$ cat src/rtl/bomb_slots_fsm.sv
// Bomb slot manager: per-slot IDLE -> ARMED -> EXPLODING -> IDLE timers driven by startOfFrame.
// Optional chain reactions between slots are enabled with `define BOMB_CHAIN_REACTION_EN.
module bomb_slots_fsm #(
  parameter int NUM_SLOTS    = 4,
  parameter int FUSE_FRAMES  = 90,
  parameter int BLAST_FRAMES = 30,
  parameter int OFF_X        = 1000,
  parameter int OFF_Y        = 1000,
  parameter int CHAIN_RANGE  = 64,
  localparam int SW          = (NUM_SLOTS > 1) ? $clog2(NUM_SLOTS) : 1
) (
  input  logic                          clk,
  input  logic                          reset,
  input  logic                          startOfFrame,
  input  logic                          place_req,
  input  logic signed [10:0]            place_x,
  input  logic signed [10:0]            place_y,
  input  logic [NUM_SLOTS-1:0]          collision,
  output logic                          place_ack,
  output logic                          place_nack,
  output logic [SW-1:0]                 place_slot,
  output logic [NUM_SLOTS-1:0]          bomb_exist,
  output logic [NUM_SLOTS-1:0]          bomb_exploded,
  output logic [NUM_SLOTS-1:0]          explode_pulse,
  output logic signed [11*NUM_SLOTS-1:0] topLeftX_out,
  output logic signed [11*NUM_SLOTS-1:0] topLeftY_out,
  output logic                          full
);

  localparam int CMAX = (FUSE_FRAMES > BLAST_FRAMES) ? FUSE_FRAMES : BLAST_FRAMES;
  localparam int CW   = $clog2(CMAX + 1);

  localparam logic [1:0] S_IDLE  = 2'd0;
  localparam logic [1:0] S_ARMED = 2'd1;
  localparam logic [1:0] S_EXPL  = 2'd2;

  if (NUM_SLOTS < 1 || NUM_SLOTS > 16 || FUSE_FRAMES < 1 || BLAST_FRAMES < 1 || CHAIN_RANGE < 0)
  begin : g_bad_param
    $error("bomb_slots_fsm: parameter out of range");
  end

  logic [1:0]         state_q [NUM_SLOTS];
  logic [1:0]         state_d [NUM_SLOTS];
  logic [CW-1:0]      cnt_q   [NUM_SLOTS];
  logic [CW-1:0]      cnt_d   [NUM_SLOTS];
  logic signed [10:0] x_q     [NUM_SLOTS];
  logic signed [10:0] x_d     [NUM_SLOTS];
  logic signed [10:0] y_q     [NUM_SLOTS];
  logic signed [10:0] y_d     [NUM_SLOTS];
  logic [NUM_SLOTS-1:0] chain_hit;
  logic               grant_vld;
  logic [SW-1:0]      grant_idx;
  logic               full_d;

`ifdef BOMB_CHAIN_REACTION_EN
  function automatic logic [11:0] dist(input logic signed [10:0] a, input logic signed [10:0] b);
    logic signed [11:0] d;
    d = {a[10], a} - {b[10], b};
    return (d < 0) ? 12'(-d) : 12'(d);
  endfunction

  // A slot exploding this cycle (explode_pulse) ignites armed neighbours on the same row/column.
  always_comb begin
    chain_hit = '0;
    for (int unsigned j = 0; j < NUM_SLOTS; j++) begin
      for (int unsigned i = 0; i < NUM_SLOTS; i++) begin
        if (i != j && explode_pulse[i] && state_q[j] == S_ARMED) begin
          if ((x_q[j] == x_q[i] && dist(y_q[j], y_q[i]) <= 12'(CHAIN_RANGE)) ||
              (y_q[j] == y_q[i] && dist(x_q[j], x_q[i]) <= 12'(CHAIN_RANGE)))
            chain_hit[j] = 1'b1;
        end
      end
    end
  end
`else
  assign chain_hit = '0;
`endif

  always_comb begin
    grant_vld = 1'b0;
    grant_idx = '0;
    for (int unsigned i = 0; i < NUM_SLOTS; i++) begin
      if (!grant_vld && state_q[i] == S_IDLE) begin
        grant_vld = 1'b1;
        grant_idx = SW'(i);
      end
    end
    if (!place_req || full) grant_vld = 1'b0;
  end

  always_comb begin
    full_d = 1'b1;
    for (int unsigned i = 0; i < NUM_SLOTS; i++) begin
      state_d[i] = state_q[i];
      cnt_d[i]   = cnt_q[i];
      x_d[i]     = x_q[i];
      y_d[i]     = y_q[i];
      case (state_q[i])
        S_IDLE: begin
          if (grant_vld && grant_idx == SW'(i)) begin
            state_d[i] = S_ARMED;
            cnt_d[i]   = '0;
            x_d[i]     = place_x;
            y_d[i]     = place_y;
          end
        end
        S_ARMED: begin
          if (collision[i] || chain_hit[i]) begin
            state_d[i] = S_EXPL;
            cnt_d[i]   = '0;
          end else if (startOfFrame) begin
            if (cnt_q[i] + CW'(1) == CW'(FUSE_FRAMES)) begin
              state_d[i] = S_EXPL;
              cnt_d[i]   = '0;
            end else begin
              cnt_d[i] = cnt_q[i] + CW'(1);
            end
          end
        end
        S_EXPL: begin
          if (startOfFrame) begin
            if (cnt_q[i] + CW'(1) == CW'(BLAST_FRAMES)) begin
              state_d[i] = S_IDLE;
              cnt_d[i]   = '0;
              x_d[i]     = 11'(OFF_X);
              y_d[i]     = 11'(OFF_Y);
            end else begin
              cnt_d[i] = cnt_q[i] + CW'(1);
            end
          end
        end
        default: begin
          state_d[i] = S_IDLE;
          cnt_d[i]   = '0;
          x_d[i]     = 11'(OFF_X);
          y_d[i]     = 11'(OFF_Y);
        end
      endcase
      if (state_d[i] == S_IDLE) full_d = 1'b0;
    end
  end

  // Status outputs are registered from the next-state so they line up with state_q.
  always_ff @(posedge clk or posedge reset) begin
    if (reset) begin
      for (int unsigned i = 0; i < NUM_SLOTS; i++) begin
        state_q[i] <= S_IDLE;
        cnt_q[i]   <= '0;
        x_q[i]     <= 11'(OFF_X);
        y_q[i]     <= 11'(OFF_Y);
      end
      bomb_exist    <= '0;
      bomb_exploded <= '0;
      explode_pulse <= '0;
      full          <= 1'b0;
      place_ack     <= 1'b0;
      place_nack    <= 1'b0;
      place_slot    <= '0;
    end else begin
      for (int unsigned i = 0; i < NUM_SLOTS; i++) begin
        state_q[i]       <= state_d[i];
        cnt_q[i]         <= cnt_d[i];
        x_q[i]           <= x_d[i];
        y_q[i]           <= y_d[i];
        bomb_exist[i]    <= (state_d[i] == S_ARMED);
        bomb_exploded[i] <= (state_d[i] == S_EXPL);
        explode_pulse[i] <= (state_d[i] == S_EXPL) && (state_q[i] != S_EXPL);
      end
      full       <= full_d;
      place_ack  <= grant_vld;
      place_slot <= grant_vld ? grant_idx : '0;
      place_nack <= place_req && full;
    end
  end

  always_comb begin
    for (int unsigned i = 0; i < NUM_SLOTS; i++) begin
      topLeftX_out[i*11 +: 11] = x_q[i];
      topLeftY_out[i*11 +: 11] = y_q[i];
    end
  end

endmodule

$ cat config.mk
export PLATFORM = sky130hd
export DESIGN_NAME = bomb_slots_fsm
export DESIGN_NICKNAME = d
export VERILOG_FILES = /design/src/rtl/bomb_slots_fsm.sv
export SDC_FILE = /design/constraint.sdc
export NUM_CORES = 1
export LEC_CHECK = 0
export CORE_UTILIZATION = 50
export DETAILED_ROUTE_END_ITERATION = 10
export PLACE_DENSITY_LB_ADDON = 0.3
export SYNTH_ARGS = -nofsm -noshare
export SYNTH_HDL_FRONTEND = slang
export SYNTH_SLANG_ARGS = --single-unit
$ cat constraint.sdc
create_clock -name clk -period 16.8 [get_ports clk]
set_input_delay 5.04 -clock clk [delete_from_list [all_inputs] [get_ports clk]]
set_output_delay 5.04 -clock clk [all_outputs]
set_load 0.005 [all_outputs]
# ---- Yosys cells after proc, flatten, opt, wreduce, memory -nomap -nowiden
# Cells that the tools add are included.
dict set report classes {
  add_sub_neg 4
  eq_ne 47
  n_mux 93
  bitwise 4
  n_reduce_logical 34
}
# operator count
set ops {}
lappend ops {{11-bit one-hot mux with 3 select lines} 8}
lappend ops {{11-bit two-way mux} 16}
lappend ops {{7-bit two-way mux} 24}
lappend ops {{7-bit one-hot mux with 3 select lines} 4}
lappend ops {{2-bit two-way mux} 27}
lappend ops {{7-bit by 1-bit adder with 7-bit output (second input constant)} 4}
lappend ops {{7-bit by 5-bit equality test with 1-bit output (second input constant)} 4}
lappend ops {{7-bit equality test (second input constant)} 4}
lappend ops {{2-bit != test (second input constant)} 12}
lappend ops {{2-bit one-hot mux with 3 select lines} 4}
lappend ops {{2-bit equality test (second input constant)} 10}
lappend ops {{2-bit by 1-bit equality test with 1-bit output (second input constant)} 9}
lappend ops {{2-bit zero test} 9}
lappend ops {{4-bit AND reduction} 4}
lappend ops {{1-bit logical AND} 12}
lappend ops {{3-bit != test (second input constant)} 4}
lappend ops {{3-bit AND reduction} 4}
lappend ops {{1-bit two-way mux} 10}
lappend ops {{2-bit by 1-bit != test with 1-bit output (second input constant)} 4}
lappend ops {{1-bit zero test} 4}
lappend ops {{1-bit inverter} 4}
lappend ops {{1-bit logical OR} 1}
dict set report word_totals {
  ff_bits 141
  input_bits 30
  output_inout_bits 105
  wordCells 205
}

# ---- Logic depth before layout (Yosys ltp)
# Gate-level depths: netlist (run 1).
dict set report logic_depth {
  ltp_word 20
  mapped_depth 11
  mapped_depth_nobuf 9
}

# ---- Least setup slack after synthesis (run 1)
# OpenSTA, ideal clock, no wires.
dict set report synth_timing {
  kind {input -> register}
  from {input port place_req}
  to {register full}
  setup_time_ns 0.087
  t_arrival_ns 6.561
  required_ns 16.713
  slack_ns 10.152
  path_stages 8
  path_buffers 1
  cell_sequence {nand2b_1 > buf_2 > a21oi_1 > and3_1 > a22oi_1 > nand3b_1 > a221o_1 > a211oi_2}
}
dict set report synth_between {
  elab_chain_cells 11
  word_cells_on_any_way 23
  classes_between {mux: 13; reduce/logical: 10}
}
# item line_no
set synth_rtl {}
lappend synth_rtl {{start: declaration} 15} ;# input logic place_req,
lappend synth_rtl {{1-bit zero test *} 88} ;# if (!place_req || full) grant_vld = 1'b0;
lappend synth_rtl {{1-bit logical OR *} 88}
lappend synth_rtl {{1-bit two-way mux *} 88}
lappend synth_rtl {{1-bit logical AND} 100} ;# if (grant_vld && grant_idx == SW'(i)) begin
lappend synth_rtl {{2-bit two-way mux} 100}
lappend synth_rtl {{2-bit one-hot mux with 3 select lines} 98} ;# case (state_q[i])
lappend synth_rtl {{2-bit zero test} 139} ;# if (state_d[i] == S_IDLE) full_d = 1'b0;
lappend synth_rtl {{1-bit two-way mux (3 in a row)} 139}
lappend synth_rtl {{1-bit two-way mux *} 139}
lappend synth_rtl {{named net full_d} 53} ;# logic full_d;
lappend synth_rtl {{end signal: assignment} 169} ;# full <= full_d;
lappend synth_rtl {{end: declaration} 27} ;# output logic full
# The timed path passes the listed nets; every way through them passes the cells marked *.
# A chain may end at the register's enable or synchronous reset.

# ---- Final worst setup path (run 1)
dict set report layout_timing {
  from {input port startOfFrame}
  to {register cnt_q[13] (netlist name)}
}
dict set report layout_between {
  elab_chain_cells 2
  word_cells_on_any_way 3
  classes_between {eq/ne: 2; reduce/logical: 1}
}
# item line_no
set layout_rtl {}
lappend layout_rtl {{start: declaration} 14} ;# input logic startOfFrame,
lappend layout_rtl {{3-bit != test (no line) or 2-bit != test (tied branches)} n/a}
lappend layout_rtl {{3-bit AND reduction (no line) *} n/a}
lappend layout_rtl {{end signal: indexed assignment} 162} ;# cnt_q[i] <= cnt_d[i];
lappend layout_rtl {{end: declaration} 44} ;# logic [CW-1:0] cnt_q [NUM_SLOTS];
# Every way passes the cells marked *; elsewhere a longest branch is shown, timed or not.

==> flow_summary.yaml, run 1 <==
clock_tree:
  cts_tree: "yes"
  cts_setup_buffers: 0
  cts-root-buf: "clkbuf_16"
  cts_buffer_depth: 2
  holdBufCountCts: 0
  numCtsBuffers: 17
  htreeDepth: 4
  cts_resized: 0
  clock_sinks: 141
  worstSkewPairLatency_ns: 0.42
  cts.reportedPaths.clkPinSlew_ns: 0.06
worst_setup_path:
  start_kind: "primary input"
  worst-path-max-fanout: 12
  arrival_ns: 7.49
  slowest_stage: "clkdlybuf4s50_1"
  worst-path-buf-inv: 2
  crit_required_ns: 17.16
  worstSetupEndpointType: "flop"
  path_class: "in2reg"
  crit_family: "buffers and inverters"
  cp_cell_sequence: "clkdlybuf4s50_1 -> inv_1 -> o21ai_0 -> nand2_1 -> or4_1 -> a221oi_1 -> a21o_1"
  cp_slowest_stage_delay_ns: 0.73
yosys:
  yosys_most_used_dff: "dfrtp_1"
  synth-seq-cells: 141
  syn_inst: 775
  yosys_warnings: 0
  syn_nets: 829
  async_flop_share_pct: 100
  synth_top_area_cell: "dfrtp_1"
  syn_area_um2: 7040
  yosysUniqueCellTypes: 63
  synth_top_area_share_pct: 33.1
  ys_top_cells_by_area: "dfrtp_1, dfstp_2, nand2_1"
  synth_edf_count: 0
  syn_avg_cell_area_um2: 9.08
  ys_seq_area_share_pct: 51.0
sta:
  period_needed_ns: 7.14
  setup_viol_count_final: 0
  tightest_slew_ns: 1.01
  fmax_mhz: 140
  slew_viol_final: 0
  slew-limit-headroom_pct: 32.5
  fin_skew_ns: 0.0105
  hold_violations: 0
  post-route-period-util_pct: 42.5
  hold_ws_ns: 0.464
  rsz0062_at_grt: "false"
  tns_ns: 0
global_route:
  grt_pass1_wl_um: 28000
  grt.overflow.total: 0
  grtUsageTotal_pct: 24.9
  grt_antenna_before_repair: 0
  grt_max_degree: 82
  grt_pass1_vias: 5406
drt:
  wl_met2_um: 8380
  highest_layer: "met4"
  route.detailed.wl_per_inst_um: 16.2
  wl_met3_um: 902
  antenna_left: 0
  drc_errors: 0
  dr.pass1.iters: 7
  vias_per_cell: 5.47
  drt-met1-wl_um: 7840
  finalWirelength_um: 17500
  num_vias: 5933
  drtIter0Drc: 402
floorplan:
  fp.dieW_um: 121
  io_pins: 135
  die_area_um2: 14600
  fp.dieH_um: 121
  num_rows: 42
  initial_utilization_pct: 52.1
  coreArea_um2: 13500
power_and_ir_drop:
  peakVddDrop_uv: 104
  cellPowerDensity_nw_per_um2: 194
  leakage_nw: 3.94
finish:
  final_cell_mix: "nand2_1, clkdlybuf4s50_1, o21ai_0"
  layout_commonest_cell: "nand2_1"
  antenna_cells: 0
  nets: 949
  layout-drive-gt1-share_pct: 11.0
  area_growth_pct: 29.0
run:
  max-cap-violations: 0
place:
  dpl.hpwl_um: 12100
  gp_congestion: 0.849
  portBuffers: 134
run_status:
  run_status: "finished, final reports clean"
min_path:
  hold_path.class: "reg2reg"
tightest hold or removal path: stages, from the launching register on:
cell and delay, ns:
dfstp_2 0.37, nand2_1 0.04, o21ai_1 0.05
synth_stat cells, types with 3 or more instances:
| master | count |
|---|---|
| nand2_1 | 164 |
| o21ai_0 | 108 |
| dfrtp_1 | 93 |
| dfstp_2 | 48 |
| nor2_1 | 41 |
| nor2b_1 | 35 |
| inv_1 | 32 |
| clkbuf_1 | 24 |
| ha_1 | 24 |
| a21oi_1 | 20 |
| o21ai_1 | 18 |
| nand2b_1 | 15 |
| nand3_1 | 15 |
| a21o_1 | 13 |
| nor3_1 | 13 |
| buf_2 | 12 |
| o31ai_1 | 11 |
| a31oi_1 | 8 |
| and2_1 | 6 |
| o21a_1 | 5 |
| or2_2 | 5 |
| xnor2_1 | 5 |
| nor4_1 | 4 |
| o41ai_1 | 4 |
| nor3b_1 | 3 |
path summary, 6_finish.rpt:
path | startpoint | end | slack (ns) | depth (start not counted)
max | startOfFrame | cnt_q[13] | 9.66 | 7
min | topLeftY_out[30] | topLeftY_out[30] | 0.46 | 2
max reg2reg | cnt_q[0] | full | 13.74 | 8
min reg2reg | topLeftY_out[30] | topLeftY_out[30] | 0.46 | 2
max in group asynchronous | reset | topLeftY_out[34] | 10.30 | 3
min in group asynchronous | reset | topLeftX_out[1] | 5.06 | 2
report_power, final:
part           internal, mW  total, mW  leakage, nW  switching (mW)
Combinational         0.360      0.801         1.90           0.441
Sequential            0.518      0.592         1.74          0.0748
Clock                 0.229      0.368        0.296           0.140
Total                  1.11       1.76         3.94           0.656
registers in the layout, indices dropped and copies added (netlist names):
register	count
bomb_exist	4
bomb_exploded	4
cnt_q	28
explode_pulse	4
full	1
place_ack	1
place_nack	1
place_slot	2
state_q	8
topLeftX_out	44
topLeftY_out	44
final cells by class:
class / count / area [um2]
inverters: 32 / 125
flip-flops and latches: 141 / 3590
fillers: 1088 / 4430
repair buffers: 139 / 1380
clock buffers: 24 / 513
well taps: 176 / 220
multi-input cells: 564 / 3180
clock inverters: 8 / 77.6
metrics by stage:
step                      total power [mW]  util, %  instances  worst slack [ns]  cell area, um2
after global placement                1.37     62.9       1052              9.33            8490
after CTS                             1.77     67.2       1084              9.66            9080
final                                 1.76     67.2       1084              9.66            9080
after global routing                  1.89     67.2       1084              9.50            9080
after detailed placement              1.39     62.9       1052              9.25            8490
after floorplan                       1.03        -        775              8.06            7040
cells by family (layout without fill, tap and decap cells):
| family | Yosys count | in the layout | share of synthesized area, % |
|---|---|---|---|
| XOR/XNOR | 7 | 7 | 0.871 |
| multiplexers | 1 | 1 | 0.160 |
| buffers and inverters | 70 | 203 | 3.96 |
| flip-flops | 141 | 141 | 51.0 |
| AO/OA/AOI/OAI | 213 | 213 | 18.4 |
| adder cells (fa/ha/maj) | 24 | 24 | 4.27 |
| AND/OR/NAND/NOR | 319 | 319 | 21.4 |
metal layers:
metal / vias to the layer above / track usage, %
met5: - / 0
met4: 0 / 10.0
met3: 26 / 4.48
met2: 157 / 39.6
met1: 2864 / 33.8
li1: 2886 / -
Note: power is estimated with default switching activity, not from simulation.
==> run 2: changes to the inputs <==
==> constraint.sdc (replaced) <==
create_clock -name clk -period 7.25 [get_ports clk]
set_input_delay 2.175 -clock clk [delete_from_list [all_inputs] [get_ports clk]]
set_output_delay 2.175 -clock clk [all_outputs]
set_load 0.005 [all_outputs]
==> run 2 against run 1 <==
  * Cell area shrank 0.50%
  * Register-to-register slack lost 9.6 ns
  * Count of clock-buffer cells in the layout shrank 4
  * Die area unchanged
  * Combinational power increased by 130%
  * First-iteration DRC count shrank 2.2%
  * Hold slack is essentially flat
  * Largest cell class unchanged
==> flow_summary.yaml, run 2 (synthesized netlist as in run 1, its figures left out) <==
drt:
  vias_per_cell: 5.45
  drtIter0Drc: 393
  drc_errors: 0
  dr.pass1.iters: 5
  num_vias: 5904
  route.detailed.wl_per_inst_um: 16.5
  finalWirelength_um: 17900
  antenna_left: 0
power_and_ir_drop:
  cellPowerDensity_nw_per_um2: 446
  internal_power_mw: 2.49
  clkPwrFrac_pct: 19.9
  leakage_nw: 3.91
  p_switching_mw: 1.54
  power.total_mw: 4.03
  power_frac_seq_pct: 34.0
  p_sw_share_pct: 38.2
  combPwrFrac_pct: 46.1
  peakVddDrop_uv: 205
run:
  max-cap-violations: 0
global_route:
  grt_antenna_before_repair: 0
  grt_max_degree: 100
  grtUsageTotal_pct: 25.6
  grt_pass1_wl_um: 28500
  grt_pass1_vias: 5457
  grt.overflow.total: 0
sta:
  setup_viol_count_final: 0
  post-route-period-util_pct: 59.2
  slew_viol_final: 0
  rsz0062_at_grt: "false"
  hold_violations: 0
  tightest_slew_ns: 0.965
  fin_skew_ns: 0.00982
  period_needed_ns: 4.29
  tns_ns: 0
  slew-limit-headroom_pct: 35.4
  fmax_mhz: 233
clock_tree:
  cts.reportedPaths.clkPinSlew_ns: 0.06
  cts_buffer_depth: 2
  cts_resized: 0
  numCtsBuffers: 17
  cts-root-buf: "clkbuf_16"
  worstSkewPairLatency_ns: 0.43
  cts_tree: "yes"
  clock_sinks: 141
  cts_setup_buffers: 0
  htreeDepth: 4
  holdBufCountCts: 0
worst_setup_path:
  worstSetupEndpointType: "flop"
  ff2ff_path_depth: 8
  worst-path-max-fanout: 46
  cp_cell_sequence: "clkdlybuf4s50_1 -> o2111a_2 -> o21ai_4 -> nand3b_2 -> a221o_1 -> a211oi_2"
  r2r_end: "full"
  start_kind: "primary input"
  cp_slowest_stage_delay_ns: 0.74
  crit-reg2reg-launch: "cnt_q[0]"
  worst-path-buf-inv: 1
  slowest_stage: "o21ai_4"
  reg2reg_slack_ns: 4.14
  crit_family: "compound AO/OA/AOI/OAI gates"
  crit_required_ns: 7.59
  arrival_ns: 4.63
  path_class: "in2reg"
floorplan:
  coreArea_um2: 13500
  num_rows: 42
  fp.dieW_um: 121
  io_pins: 135
  die_area_um2: 14600
  fp.dieH_um: 121
  initial_utilization_pct: 52.1
place:
  dpl.hpwl_um: 12200
  placed_cell_area_um2: 8490
  gp_congestion: 0.854
  portBuffers: 134
finish:
  seq_area_um2: 3590
  layout-drive-gt1-share_pct: 11.0
  layout_commonest_cell: "nand2_1"
  fin_area_um2: 9030
  nets: 949
  multi_input_area_um2: 3180
  nFillCells: 1073
  antenna_cells: 0
  final_cell_mix: "nand2_1, clkdlybuf4s50_1, o21ai_0"
  area_growth_pct: 28.4
min_path:
  hold_path_end: "topLeftY_out[30]"
  min_path_cells: 2
  hold_path.class: "reg2reg"
  min_from: "topLeftY_out[30]"
run_status:
  run_status: "finished, final reports clean"
[run 2: tightest hold or removal path, cell delays in order, from the launching register on]
cell and delay, ns:
dfstp_2 0.37, nand2_1 0.04, o21ai_1 0.05
[run 2: layer usage]
metal	wire length, um	up-vias	GRT usage [%]
li1	-	2881	-
met1	8050	2820	34.9
met2	8440	176	40.4
met3	948	27	4.58
met4	431	0	10.5
met5	0	-	0
[run 2: how the worst max path moves through the flow]
| stage | startpoint | endpoint | slack (ns) | cells past startpoint |
|---|---|---|---|---|
| 5_1_grt | startOfFrame | full | 2.82 | 6 |
| 4_1_cts | startOfFrame | full | 2.98 | 6 |
| 6_report | startOfFrame | full | 2.96 | 6 |
| 2_1_floorplan | reset | bomb_exist[0] | 1.37 | 1 |
| 3_3_place_gp | startOfFrame | full | 2.64 | 6 |
| 3_5_place_dp | startOfFrame | full | 2.54 | 6 |
[run 2: power groups by stage]
stage	clock network, mW	registers (mW)	logic [mW]
5_1_grt	0.841	1.41	2.06
2_1_floorplan	0	1.38	1.00
4_1_cts	0.811	1.37	1.87
3_5_place_dp	0	1.38	1.86
3_3_place_gp	0	1.37	1.80
6_report	0.802	1.37	1.86
[run 2: cell type report]
cell class / count / area share, %
clock buffer: 20 / 5.07
sequential: 141 / 39.7
inverter: 32 / 1.38
multi-input combinational: 564 / 35.2
clock inverter: 12 / 0.969
timing repair buffer: 139 / 15.3
tap: 176 / 2.44
[run 2: per-stage QoR]
stage | hold slack, ns | worst slack [ns] | util, % | instances
6_report | 0.465 | 2.96 | 66.9 | 1084
5_1_grt | 0.474 | 2.82 | 66.9 | 1084
4_1_cts | 0.466 | 2.98 | 66.9 | 1084
3_5_place_dp | 0.457 | 2.54 | 62.9 | 1052
3_3_place_gp | 0.453 | 2.64 | 62.9 | 1052
2_1_floorplan | 0.452 | 1.37 | - | 775
==> run 3: changes to the inputs <==
==> constraint.sdc (replaced) <==
create_clock -name clk -period 4.03 [get_ports clk]
set_input_delay 1.209 -clock clk [delete_from_list [all_inputs] [get_ports clk]]
set_output_delay 1.209 -clock clk [all_outputs]
set_load 0.005 [all_outputs]
==> run 3 against run 2 <==
  * Cell area is 1.3% higher
  * Sequential power is 80% higher
  * Die area stayed put
  * Clock power is 93% higher
  * Combinational power is 83% higher
  * Sequential cell count stayed put
  * Clock skew is 0.0015 ns higher
  * Core utilization is 0.87 points higher
  * Total power is 84% higher
  * First-iteration DRC count is 25% higher
  * Via count is 1.6% higher
  * Hold slack worse by 0.00068 ns
  * Critical endpoint unchanged
  * Largest cell class unchanged
==> flow_summary.yaml, run 3 (synthesized netlist as in run 1, its figures left out) <==
sta:
  tns_ns: 0
  setup_viol_count_final: 0
  period_needed_ns: 3.27
  fmax_mhz: 306
  post-route-period-util_pct: 81.1
  tightest_slew_ns: 1.01
  slew-limit-headroom_pct: 32.3
  slew_viol_final: 0
  hold_violations: 0
  fin_skew_ns: 0.0114
  rsz0062_at_grt: "false"
worst_setup_path:
  r2r_end: "full"
  slowest_stage: "o21ai_4"
  worstSetupEndpointType: "flop"
  cp_cell_sequence: "ha_1 -> nor2b_1 -> a32o_1 -> o2111a_2 -> o21ai_4 -> nand3b_2 -> a221o_1 -> a211oi_2"
  arrival_ns: 3.60
  reg2reg_slack_ns: 0.76
  path_class: "reg2reg"
  crit-reg2reg-launch: "cnt_q[0]"
  crit_required_ns: 4.36
  start_kind: "flop"
  worst-path-max-fanout: 46
  cp_slowest_stage_delay_ns: 0.77
  ff2ff_path_depth: 8
power_and_ir_drop:
  peakVddDrop_uv: 576
  cellPowerDensity_nw_per_um2: 811
  leakage_nw: 3.97
  power.total_mw: 7.42
floorplan:
  die_area_um2: 14600
  num_rows: 42
  io_pins: 135
  coreArea_um2: 13500
  initial_utilization_pct: 52.1
  fp.dieW_um: 121
  fp.dieH_um: 121
finish:
  area_growth_pct: 30.0
  fin_cells: 1091
  seq_area_um2: 3590
  layout_commonest_cell: "nand2_1"
  final_util_pct: 67.8
  fin_area_um2: 9150
  nFillCells: 1080
  layout-drive-gt1-share_pct: 11.7
  final_cell_mix: "nand2_1, clkdlybuf4s50_1, o21ai_0"
  nets: 956
  multi_input_area_um2: 3180
  antenna_cells: 0
run_status:
  run_status: "finished, final reports clean"
clock_tree:
  clock_sinks: 141
  htreeDepth: 4
  holdBufCountCts: 0
  cts_buffer_depth: 2
  cts-root-buf: "clkbuf_16"
  numCtsBuffers: 17
  cts_resized: 0
  worstSkewPairLatency_ns: 0.42
  cts_setup_buffers: 0
  cts_tree: "yes"
  cts.reportedPaths.clkPinSlew_ns: 0.06
drt:
  route.detailed.wl_per_inst_um: 17.1
  dr.pass1.iters: 5
  num_vias: 5997
  vias_per_cell: 5.50
  antenna_left: 0
  drtIter0Drc: 493
  finalWirelength_um: 18600
  drc_errors: 0
min_path:
  hold_path_end: "topLeftY_out[31]"
  min_from: "topLeftY_out[31]"
  min_path_cells: 2
  hold_path.class: "reg2reg"
place:
  dp_cells: 1059
  placed_cell_area_um2: 8570
  gp_congestion: 0.858
  portBuffers: 134
  dpl.hpwl_um: 13100
global_route:
  grt_pass1_wl_um: 29900
  grtUsageTotal_pct: 26.7
  grt_antenna_before_repair: 0
  grt_max_degree: 52
  grt_pass1_vias: 5798
  grt.overflow.total: 0
run:
  max-cap-violations: 0
-- run 3: cell count changes in the layout (fill, tap and decap cells not counted) --
cell and delta:
clkinv_4 -3, clkbuf_16 -1, buf_12 +2, clkbuf_8 +3, inv_6 -2, buf_4 +5
bufinv_16 +2, clkinvlp_4 +1
-- run 3: area by class of cell --
| cell class | count | share of cell area [%] |
|---|---|---|
| clock buffer | 22 | 5.18 |
| clock inverter | 10 | 1.23 |
| inverter | 32 | 1.35 |
| multi-input combinational | 564 | 34.7 |
| sequential | 141 | 39.2 |
| tap | 176 | 2.41 |
| timing repair buffer | 146 | 15.9 |
-- run 3: where the power goes --
| group | switching (mW) | leakage (nW) | internal (mW) |
|---|---|---|---|
| registers | 0.312 | 1.74 | 2.16 |
| clock network | 0.589 | 0.286 | 0.958 |
| logic | 1.87 | 1.94 | 1.53 |
| total | 2.78 | 3.97 | 4.65 |
-- run 3: worst max path at each step --
| stage | start | endpoint | slack (ns) | cells after the start |
|---|---|---|---|---|
| after floorplan | reset | bomb_exist[0] | 1.10 | 1 |
| after global placement | startOfFrame | full | 0.54 | 6 |
| after detailed placement | startOfFrame | full | 0.44 | 6 |
| after CTS | cnt_q[0] | full | 0.77 | 8 |
| after global routing | cnt_q[0] | full | 0.57 | 8 |
| final | cnt_q[0] | full | 0.76 | 8 |
-- run 3: per-stage QoR --
stage               worst slack (ns)  hold slack [ns]
floorplan                       1.10            0.452
global placement               0.543            0.451
detailed placement             0.441            0.455
CTS                            0.769            0.463
global route                   0.568            0.488
finish                         0.764            0.464
-- run 3: worst max-delay path, delay by kind of cell, from the launching register on --
family | cells | cell delay, ns
DFF | 1 | 0.46
adders and majority gates | 1 | 0.31
and+or+nand+nor | 2 | 0.42
AOI/OAI and AO/OA | 5 | 1.96
-- run 3: layer usage --
layer / global-route usage, % / wire, um
met1: 33.4 / 7950
met2: 44.3 / 9090
met3: 6.98 / 1100
met4: 10.2 / 462
met5: 0 / 0
